==> src/rtl/window_frame_sequencer.sv <==
// rtl/window_frame_sequencer.sv - downsampled-domain frame sequencer for the 5x5 window path
module window_frame_sequencer #(
  parameter int COLS         = 400,
  parameter int ROWS         = 300,
  parameter int BORDER       = 2,
  parameter int FLUSH_CYCLES = 804
) (
  input  logic       clock,
  input  logic       reset,
  input  logic       enable,
  input  logic       valid_in,
  input  logic       blank_in,
  input  logic       clear_err,
  output logic [9:0] rowcount,
  output logic [9:0] colcount,
  output logic       center_valid,
  output logic [9:0] center_row,
  output logic [9:0] center_col,
  output logic       flush,
  output logic       frame_done,
  output logic       busy,
  output logic       overrun,
  output logic       row_error
);

  typedef enum logic [1:0] {S_WAIT_SOF, S_ACTIVE, S_FLUSH, S_DONE} state_t;

  localparam logic [9:0]  COLS_M1    = 10'(COLS - 1);
  localparam logic [9:0]  ROWS_M1    = 10'(ROWS - 1);
  localparam logic [9:0]  ROWS_W     = 10'(ROWS);
  localparam logic [9:0]  BRD        = 10'(BORDER);
  localparam logic [9:0]  BRD2       = 10'(2 * BORDER);
  localparam logic [15:0] FLUSH_LAST = 16'(FLUSH_CYCLES - 1);

  state_t      state_q;
  logic [9:0]  row_q, col_q;
  logic [15:0] fcnt_q;
  logic [9:0]  rowcount_q, colcount_q, center_row_q, center_col_q;
  logic        center_valid_q, flush_q, frame_done_q, busy_q, overrun_q, row_error_q;

  logic       accept, short_row, col_wrap, last_pix, centre_ok;
  logic [9:0] col_nx, row_nx;

  assign accept    = valid_in && !blank_in;
  assign short_row = valid_in && blank_in && (col_q != 10'd0);
  assign col_wrap  = (col_q == COLS_M1);
  assign col_nx    = col_wrap ? 10'd0 : col_q + 10'd1;
  assign row_nx    = col_wrap ? row_q + 10'd1 : row_q;
  assign last_pix  = (row_q == ROWS_M1) && col_wrap;
  // During flush the pointer runs past the frame; only centres that land inside it count.
  assign centre_ok = (row_q >= BRD2) && (col_q >= BRD2) && ((row_q - BRD) < ROWS_W);

  always_ff @(posedge clock) begin
    if (reset) begin
      state_q        <= S_WAIT_SOF;
      row_q          <= '0;
      col_q          <= '0;
      fcnt_q         <= '0;
      rowcount_q     <= '0;
      colcount_q     <= '0;
      center_row_q   <= '0;
      center_col_q   <= '0;
      center_valid_q <= 1'b0;
      flush_q        <= 1'b0;
      frame_done_q   <= 1'b0;
      busy_q         <= 1'b0;
      overrun_q      <= 1'b0;
      row_error_q    <= 1'b0;
    end else begin
      center_valid_q <= 1'b0;
      flush_q        <= 1'b0;
      frame_done_q   <= 1'b0;
      if (clear_err) begin
        overrun_q   <= 1'b0;
        row_error_q <= 1'b0;
      end
      case (state_q)
        S_WAIT_SOF, S_ACTIVE: begin
          // Pointers are zero in WAIT_SOF, so the first pixel steps exactly like any other.
          if (accept && (enable || state_q == S_ACTIVE)) begin
            rowcount_q     <= row_q;
            colcount_q     <= col_q;
            center_row_q   <= row_q - BRD;
            center_col_q   <= col_q - BRD;
            center_valid_q <= centre_ok;
            col_q          <= col_nx;
            row_q          <= row_nx;
            busy_q         <= 1'b1;
            if (last_pix) begin
              state_q <= S_FLUSH;
              fcnt_q  <= '0;
            end else begin
              state_q <= S_ACTIVE;
            end
          end else if (state_q == S_ACTIVE && short_row) begin
            row_error_q <= 1'b1;
            col_q       <= '0;
            row_q       <= row_q + 10'd1;
            if (row_q == ROWS_M1) begin
              state_q <= S_FLUSH;
              fcnt_q  <= '0;
            end
          end
        end
        S_FLUSH: begin
          flush_q        <= 1'b1;
          rowcount_q     <= row_q;
          colcount_q     <= col_q;
          center_row_q   <= row_q - BRD;
          center_col_q   <= col_q - BRD;
          center_valid_q <= centre_ok;
          col_q          <= col_nx;
          row_q          <= row_nx;
          fcnt_q         <= fcnt_q + 16'd1;
          if (accept) overrun_q <= 1'b1;
          if (fcnt_q == FLUSH_LAST) begin
            state_q <= S_DONE;
            busy_q  <= 1'b0;
          end
        end
        default: begin
          frame_done_q <= 1'b1;
          row_q        <= '0;
          col_q        <= '0;
          state_q      <= S_WAIT_SOF;
          if (accept) overrun_q <= 1'b1;
        end
      endcase
    end
  end

  assign rowcount     = rowcount_q;
  assign colcount     = colcount_q;
  assign center_valid = center_valid_q;
  assign center_row   = center_row_q;
  assign center_col   = center_col_q;
  assign flush        = flush_q;
  assign frame_done   = frame_done_q;
  assign busy         = busy_q;
  assign overrun      = overrun_q;
  assign row_error    = row_error_q;

endmodule

==> config.mk <==
export PLATFORM = sky130hd
export DESIGN_NAME = window_frame_sequencer
export DESIGN_NICKNAME = d
export VERILOG_FILES = /design/src/rtl/window_frame_sequencer.sv
export SDC_FILE = /design/constraint.sdc
export NUM_CORES = 1
export LEC_CHECK = 0
export CAP_MARGIN = 20
export CORE_MARGIN = 2
export CORE_UTILIZATION = 50
export CTS_CLUSTER_DIAMETER = 60
export DETAILED_ROUTE_END_ITERATION = 10
export PLACE_DENSITY = 0.73
export SLEW_MARGIN = 15
export SYNTH_ARGS = -nofsm -noshare
export SYNTH_HDL_FRONTEND = slang
export SYNTH_SLANG_ARGS = --single-unit
==> constraint.sdc <==
create_clock -name clock -period 5.1 [get_ports clock]
set_input_delay 0.51 -clock clock [delete_from_list [all_inputs] [get_ports clock]]
set_output_delay 0.51 -clock clock [all_outputs]
set_load 0.03 [all_outputs]
### Word level (Yosys, flattened, before mapping)

Index checks and enable logic that the tools add are counted.

* bitwise operators: 0
* div/mod/pow operators: 0
* shift-type cells: 0
* equal/unequal tests: 10
* add/sub/neg operators: 5
* multiplexer cells: 41
* reductions and logical operators: 19
* magnitude comparators: 3
* multipliers: 0

Operators by type and width (count)
* 10-bit one-hot mux with 2 select lines: 6
* 10-bit two-way mux: 10
* 16-bit two-way mux: 4
* 16-bit one-hot mux with 2 select lines: 1
* 10-bit by 1-bit adder with 10-bit output (second input constant): 2
* 10-bit by 9-bit == test with 1-bit output (second input constant): 2
* 10-bit by 3-bit >= comparator with 1-bit output (second input constant): 2
* 10-bit by 2-bit subtractor with 10-bit output (second input constant): 2
* 16-bit by 1-bit adder with 16-bit output (second input constant): 1
* 16-bit by 10-bit == test with 1-bit output (second input constant): 1
* 1-bit two-way mux: 12
* 10-bit by 9-bit less-than comparator with 1-bit output (second input constant): 1
* 2-bit two-way mux: 5
* 10-bit nonzero test: 1
* 3-bit inequality test (second input constant): 3
* 1-bit logical AND: 8
* 3-bit AND reduction: 2
* 2-bit inequality test (second input constant): 2
* 1-bit one-hot mux with 2 select lines: 2
* 2-bit one-hot mux with 2 select lines: 1
* 4-bit AND reduction: 1
* 3-bit OR reduction: 1
* 2-bit by 1-bit == test with 1-bit output (second input constant): 1
* 2-bit == test (second input constant): 1
* other kinds (6): 6

* logic and storage cells: 92
* memory bits (writable): 0
* bits in read-only memories: 0
* memories kept: 0
* bits in latches: 0
* flip-flop bits (word level): 84

### Logic depth before layout (Yosys ltp)

* word-level depth: 6
* depth in mapped cells: 8
* gate-level depth less buffers: 7

### Worst setup path after synthesis

No wires, ideal clock.

* path kind: input to register
* from: input valid_in
* to: register rowcount_q[3], in the netlist rowcount[3]
* path buffers: 3
* slack: 3.063 ns
* setup time: 0.070 ns
* arrival time: 1.967 ns
* stages on the path: 8
* path through: or2b_2 > o21ba_2 > clkbuf_1 > nor2_1 > buf_2 > buf_1 > nand2_1 > a21oi_1

* cells in the longest elaborated chain, start to end: 4

RTL lines
* start, declared: line 11 `input logic valid_in,`
* 1-bit logical AND: line 44 `assign accept = valid_in && !blank_in;`
* 1-bit logical AND: line 80 `if (accept && (enable || state_q == S_ACTIVE)) begin`
* 2-bit inequality test (no source line)
* 2-bit AND reduction (no source line)
* end signal, assigned: line 81 `rowcount_q <= row_q;`
* end signal, assigned: line 107 `rowcount_q <= row_q;`
* end, declared: line 38 `logic [9:0] rowcount_q, colcount_q, center_row_q, center_col_q;`

No other way between the ends.
A chain may end at the register's enable or synchronous reset.

### Worst setup path after layout

* from: register col_q[4]
* to: register row_q[1]

* cells in the longest elaborated chain, start to end: 4
* elaborated cells on any way between the ends: 8
* classes of those cells: 2 x eq/ne; 3 x mux; 3 x reduce/logical

RTL lines
* start, declared: line 36 `logic [9:0] row_q, col_q;`
* start signal, assigned: line 86 `col_q <= col_nx;`
* start signal, assigned: line 112 `col_q <= col_nx;`
* 10-bit by 9-bit == test with 1-bit output or 10-bit nonzero test (tied branches): line 46, 45
* 10-bit two-way mux or 1-bit logical AND (tied branches): line 48, 45
* 10-bit two-way mux or 1-bit logical AND (tied branches): line 80, 95
* 10-bit one-hot mux with 2 select lines or 3-bit inequality test (tied branches)
* end signal, assigned: line 87 `row_q <= row_nx;`
* end signal, assigned: line 98 `row_q <= row_q + 10'd1;`
* end signal, assigned: line 113 `row_q <= row_nx;`
* end, declared: line 36

Parallel ways exist; a longest one is shown, timed or not.

==> results.sh <==
export IMPL_r2r_end="row_q[1]"
export IMPL_r2r_slack_ns=2.41
export IMPL_clockBufferDepth=2
export IMPL_post_drt_wl_per_cell_um=14.8
export IMPL_synth_edf_count=0
export IMPL_clk_pin_slew_worst_paths_ns=0.08
export IMPL_route_detailed_drc=0
export IMPL_grtUsageMet2_pct=33.3
export IMPL_core_rowCount=32
export IMPL_powerDensity_mw_per_mm2=282
export IMPL_p_leak_nw=1.61
export IMPL_grt_max_degree=66
export IMPL_ios=52
export IMPL_end_kind="flop"
export IMPL_numCtsBuffers=9
export IMPL_gr_usage_met1_pct=30.4
export IMPL_fin_nets=527
export IMPL_drt_pass1_iterations=5
export IMPL_areaGrowthSynthToFinish_pct=17.8
export IMPL_drt_wl_total_um=9150
export IMPL_drive_gt1_share_pct=6.96
export IMPL_path_delay_family="simple AND/OR/NAND/NOR gates"
export IMPL_crit_cells=5
export IMPL_fp_coreArea_mm2=0.00777
export IMPL_setup_viol=0
export IMPL_initial_utilization_pct=51.8
export IMPL_dieHeight_um=93.7
export IMPL_cp_slowest_stage_delay_ns=0.71
export IMPL_final_hold_violation_count=0
export IMPL_critPathArrivalTime_ns=2.97
export IMPL_ir_drop_mv=0.138
export IMPL_fin_crit_sh_pct=52.7
export IMPL_clock_sinks=82
export IMPL_reg2reg_depth=5
export IMPL_post_cts_buffers=0
export IMPL_tightest_slew_ns=0.793
export IMPL_htreeDepth=3
export IMPL_cts_resized=0
export IMPL_worst_setup_path_endpoint="row_q[1]"
export IMPL_use_met3_pct=4.09
export IMPL_numPortBuffers=51
export IMPL_synthFlopType="dfxtp_1"
export IMPL_hold_path_startpoint="colcount[3]"
export IMPL_r2r_start="col_q[4]"
export IMPL_layout_commonest_cell="dfxtp_1"
export IMPL_hpwl_um=6430
export IMPL_synth_seq_area_share_pct=40.8
export IMPL_critPathLaunch="col_q[4]"
export IMPL_fin_tns_setup_ns=0
export IMPL_p_sw_share_pct=23.3
export IMPL_internal_power_w=0.00102
export IMPL_dieArea_mm2=0.00878
export IMPL_gp_congestion=0.934
export IMPL_cts_root_buf="clkbuf_8"
export IMPL_crit_buf_inv=0
export IMPL_clock_latency_ns=0.36
export IMPL_yosysUniqueCellTypes=65
export IMPL_rsz0062_at_grt="no"
export IMPL_syn_instance_count=483
export IMPL_synthesis_nets=498
export IMPL_overflow=0
export IMPL_p_clk_share_pct=43.8
export IMPL_drtIter0Drc=158
export IMPL_die_x_um=93.7
export IMPL_drv_slew=0
export IMPL_fillers=714
export IMPL_crit_required_ns=5.39
export IMPL_max_freq_ghz=0.372
export IMPL_ys_async_sr_fraction_pct=0
export IMPL_antenna_found_initial=0
export IMPL_crit_fanout=11
export IMPL_pwr_share_seq_pct=49.2
export IMPL_via_count=3482
export IMPL_maxCapViolations=0
export IMPL_syn_area_mm2=0.00402
export IMPL_yosys_warnings=0
export IMPL_grt_pass1_vias=3227
export IMPL_hp_class="flop to flop"
export IMPL_via_per_inst=5.63
export IMPL_combPwrFrac_pct=7.0
export IMPL_clock_skew_ns=0.0116
export IMPL_grtUsageTotal_pct=21.7
export IMPL_period_minus_slack_ns=2.69
export IMPL_worst_path_max_delay_cell="nor4_1"
export IMPL_cts_tree="done"
export IMPL_whs_ns=0.462
export IMPL_outcome="complete, no violations"
export IMPL_final_cell_mix="dfxtp_1, nand2_1, clkdlybuf4s50_1, nor2_1, a21oi_1"
export IMPL_path_cells="nor4_1, a31oi_1, nor2_2, o21ai_1, o21ai_0"
export IMPL_cts_hold_buf=0
export IMPL_grt_pass1_wl_um=15200
export IMPL_ant_nets=0
export IMPL_crit_type="flop to flop"
export IMPL_num_antenna_cells=0
export IMPL_start_kind="flop"
export IMPL_slew_headroom_pct=46.8
export IMPL_gr_max_usage_layer="met2"
export IMPL_avgSynthCellArea_um2=8.33
export IMPL_ys_seq_elements=82
export IMPL_switchingPower_w=0.000312
## final cells by class
| cell class | count | area (um2) | area share, % |
|---|---|---|---|
| multi-input cells | 351 | 2130 | 44.9 |
| flip-flops and latches | 82 | 1640 | 34.6 |
| repair buffers | 53 | 533 | 11.2 |
| clock buffers | 10 | 138 | 2.90 |
| well taps | 102 | 128 | 2.69 |
| clock inverters | 6 | 114 | 2.40 |
| inverters | 15 | 56.3 | 1.19 |
## sequential cells by signal, summed over array words and instances, names as in the netlist
signal        flops
center_row        9
col_q            10
rowcount         10
row_q            10
center_col        9
colcount         10
flush             1
row_error         1
fcnt_q           16
state_q           2
busy              1
center_valid      1
frame_done        1
overrun           1
## cell families (layout without fill, tap and decap cells)
family                   Yosys count  after routing  synth area share, %
AO/OA/AOI/OAI                    102            102                 16.3
AND/OR/NAND/NOR                  200            200                 24.3
buffers and inverters             50             84                 6.50
flip-flops                        82             82                 40.8
XOR/XNOR                          34             34                 7.40
multiplexers                       6              6                 1.83
adder cells (fa/ha/maj)            9              9                 2.80
## stage by stage
step           worst slack (ns)  area [um2]  cells  total power, W  util, %
2_1_floorplan              3.06        4020    483        0.000733        -
3_3_place_gp               2.13        4470    602        0.000763     57.5
3_5_place_dp               2.13        4470    602        0.000765     57.5
4_1_cts                    2.50        4720    618         0.00134     60.7
5_1_grt                    2.23        4740    619         0.00138     61.0
6_report                   2.41        4740    619         0.00134     61.0
## cells in the mapped netlist (3+ instances only)
| master | number | area share (%) |
|---|---|---|
| nor3_1 | 20 | 2.5 |
| nand4_1 | 7 | 1.1 |
| nand2b_1 | 4 | 0.62 |
| nor4_1 | 11 | 1.7 |
| nor2_1 | 46 | 4.3 |
| buf_2 | 7 | 0.87 |
| mux2i_1 | 4 | 1.0 |
| and3_1 | 3 | 0.47 |
| nand2_1 | 67 | 6.2 |
| dfxtp_1 | 82 | 41 |
| a31oi_1 | 5 | 0.78 |
| buf_1 | 4 | 0.37 |
| o21ai_0 | 17 | 2.1 |
| xnor2_1 | 21 | 4.6 |
| clkbuf_1 | 17 | 1.6 |
| inv_1 | 15 | 1.4 |
| o22ai_1 | 7 | 1.1 |
| a21oi_1 | 35 | 4.4 |
| a211oi_1 | 15 | 2.8 |
| xor2_1 | 13 | 2.8 |
| ha_1 | 9 | 2.8 |
| nor2b_1 | 5 | 0.78 |
| nand3_1 | 15 | 1.9 |
## worst min path at each step
stage                             end  slack (ns)  cells past startpoint
final                     colcount[3]        0.46                      2
after global placement    rowcount[3]        0.45                      2
after floorplan           rowcount[0]        0.47                      2
after global routing      rowcount[5]        0.49                      2
after detailed placement  colcount[3]        0.45                      2
after CTS                 colcount[3]        0.46                      2
## routing by layer
metal,routed length (um),vias to the layer above
li1,-,1748
met1,4460,1615
met2,4080,102
met3,421,17
met4,185,0
met5,0,-
## tightest hold or removal path, cell delays in order, from the launching register on
cell and delay [ns]:
dfxtp_1 0.32, nand2_1 0.05, a21oi_1 0.05
## power by group through the flow
stage          clock network (W)  logic [W]  registers, W
6_report                0.000585  0.0000931      0.000658
5_1_grt                 0.000615   0.000102      0.000659
4_1_cts                 0.000592  0.0000923      0.000658
3_5_place_dp                   0  0.0000919      0.000673
3_3_place_gp                   0  0.0000905      0.000673
2_1_floorplan                  0  0.0000435      0.000690
Power figures use the tool's default switching activity.
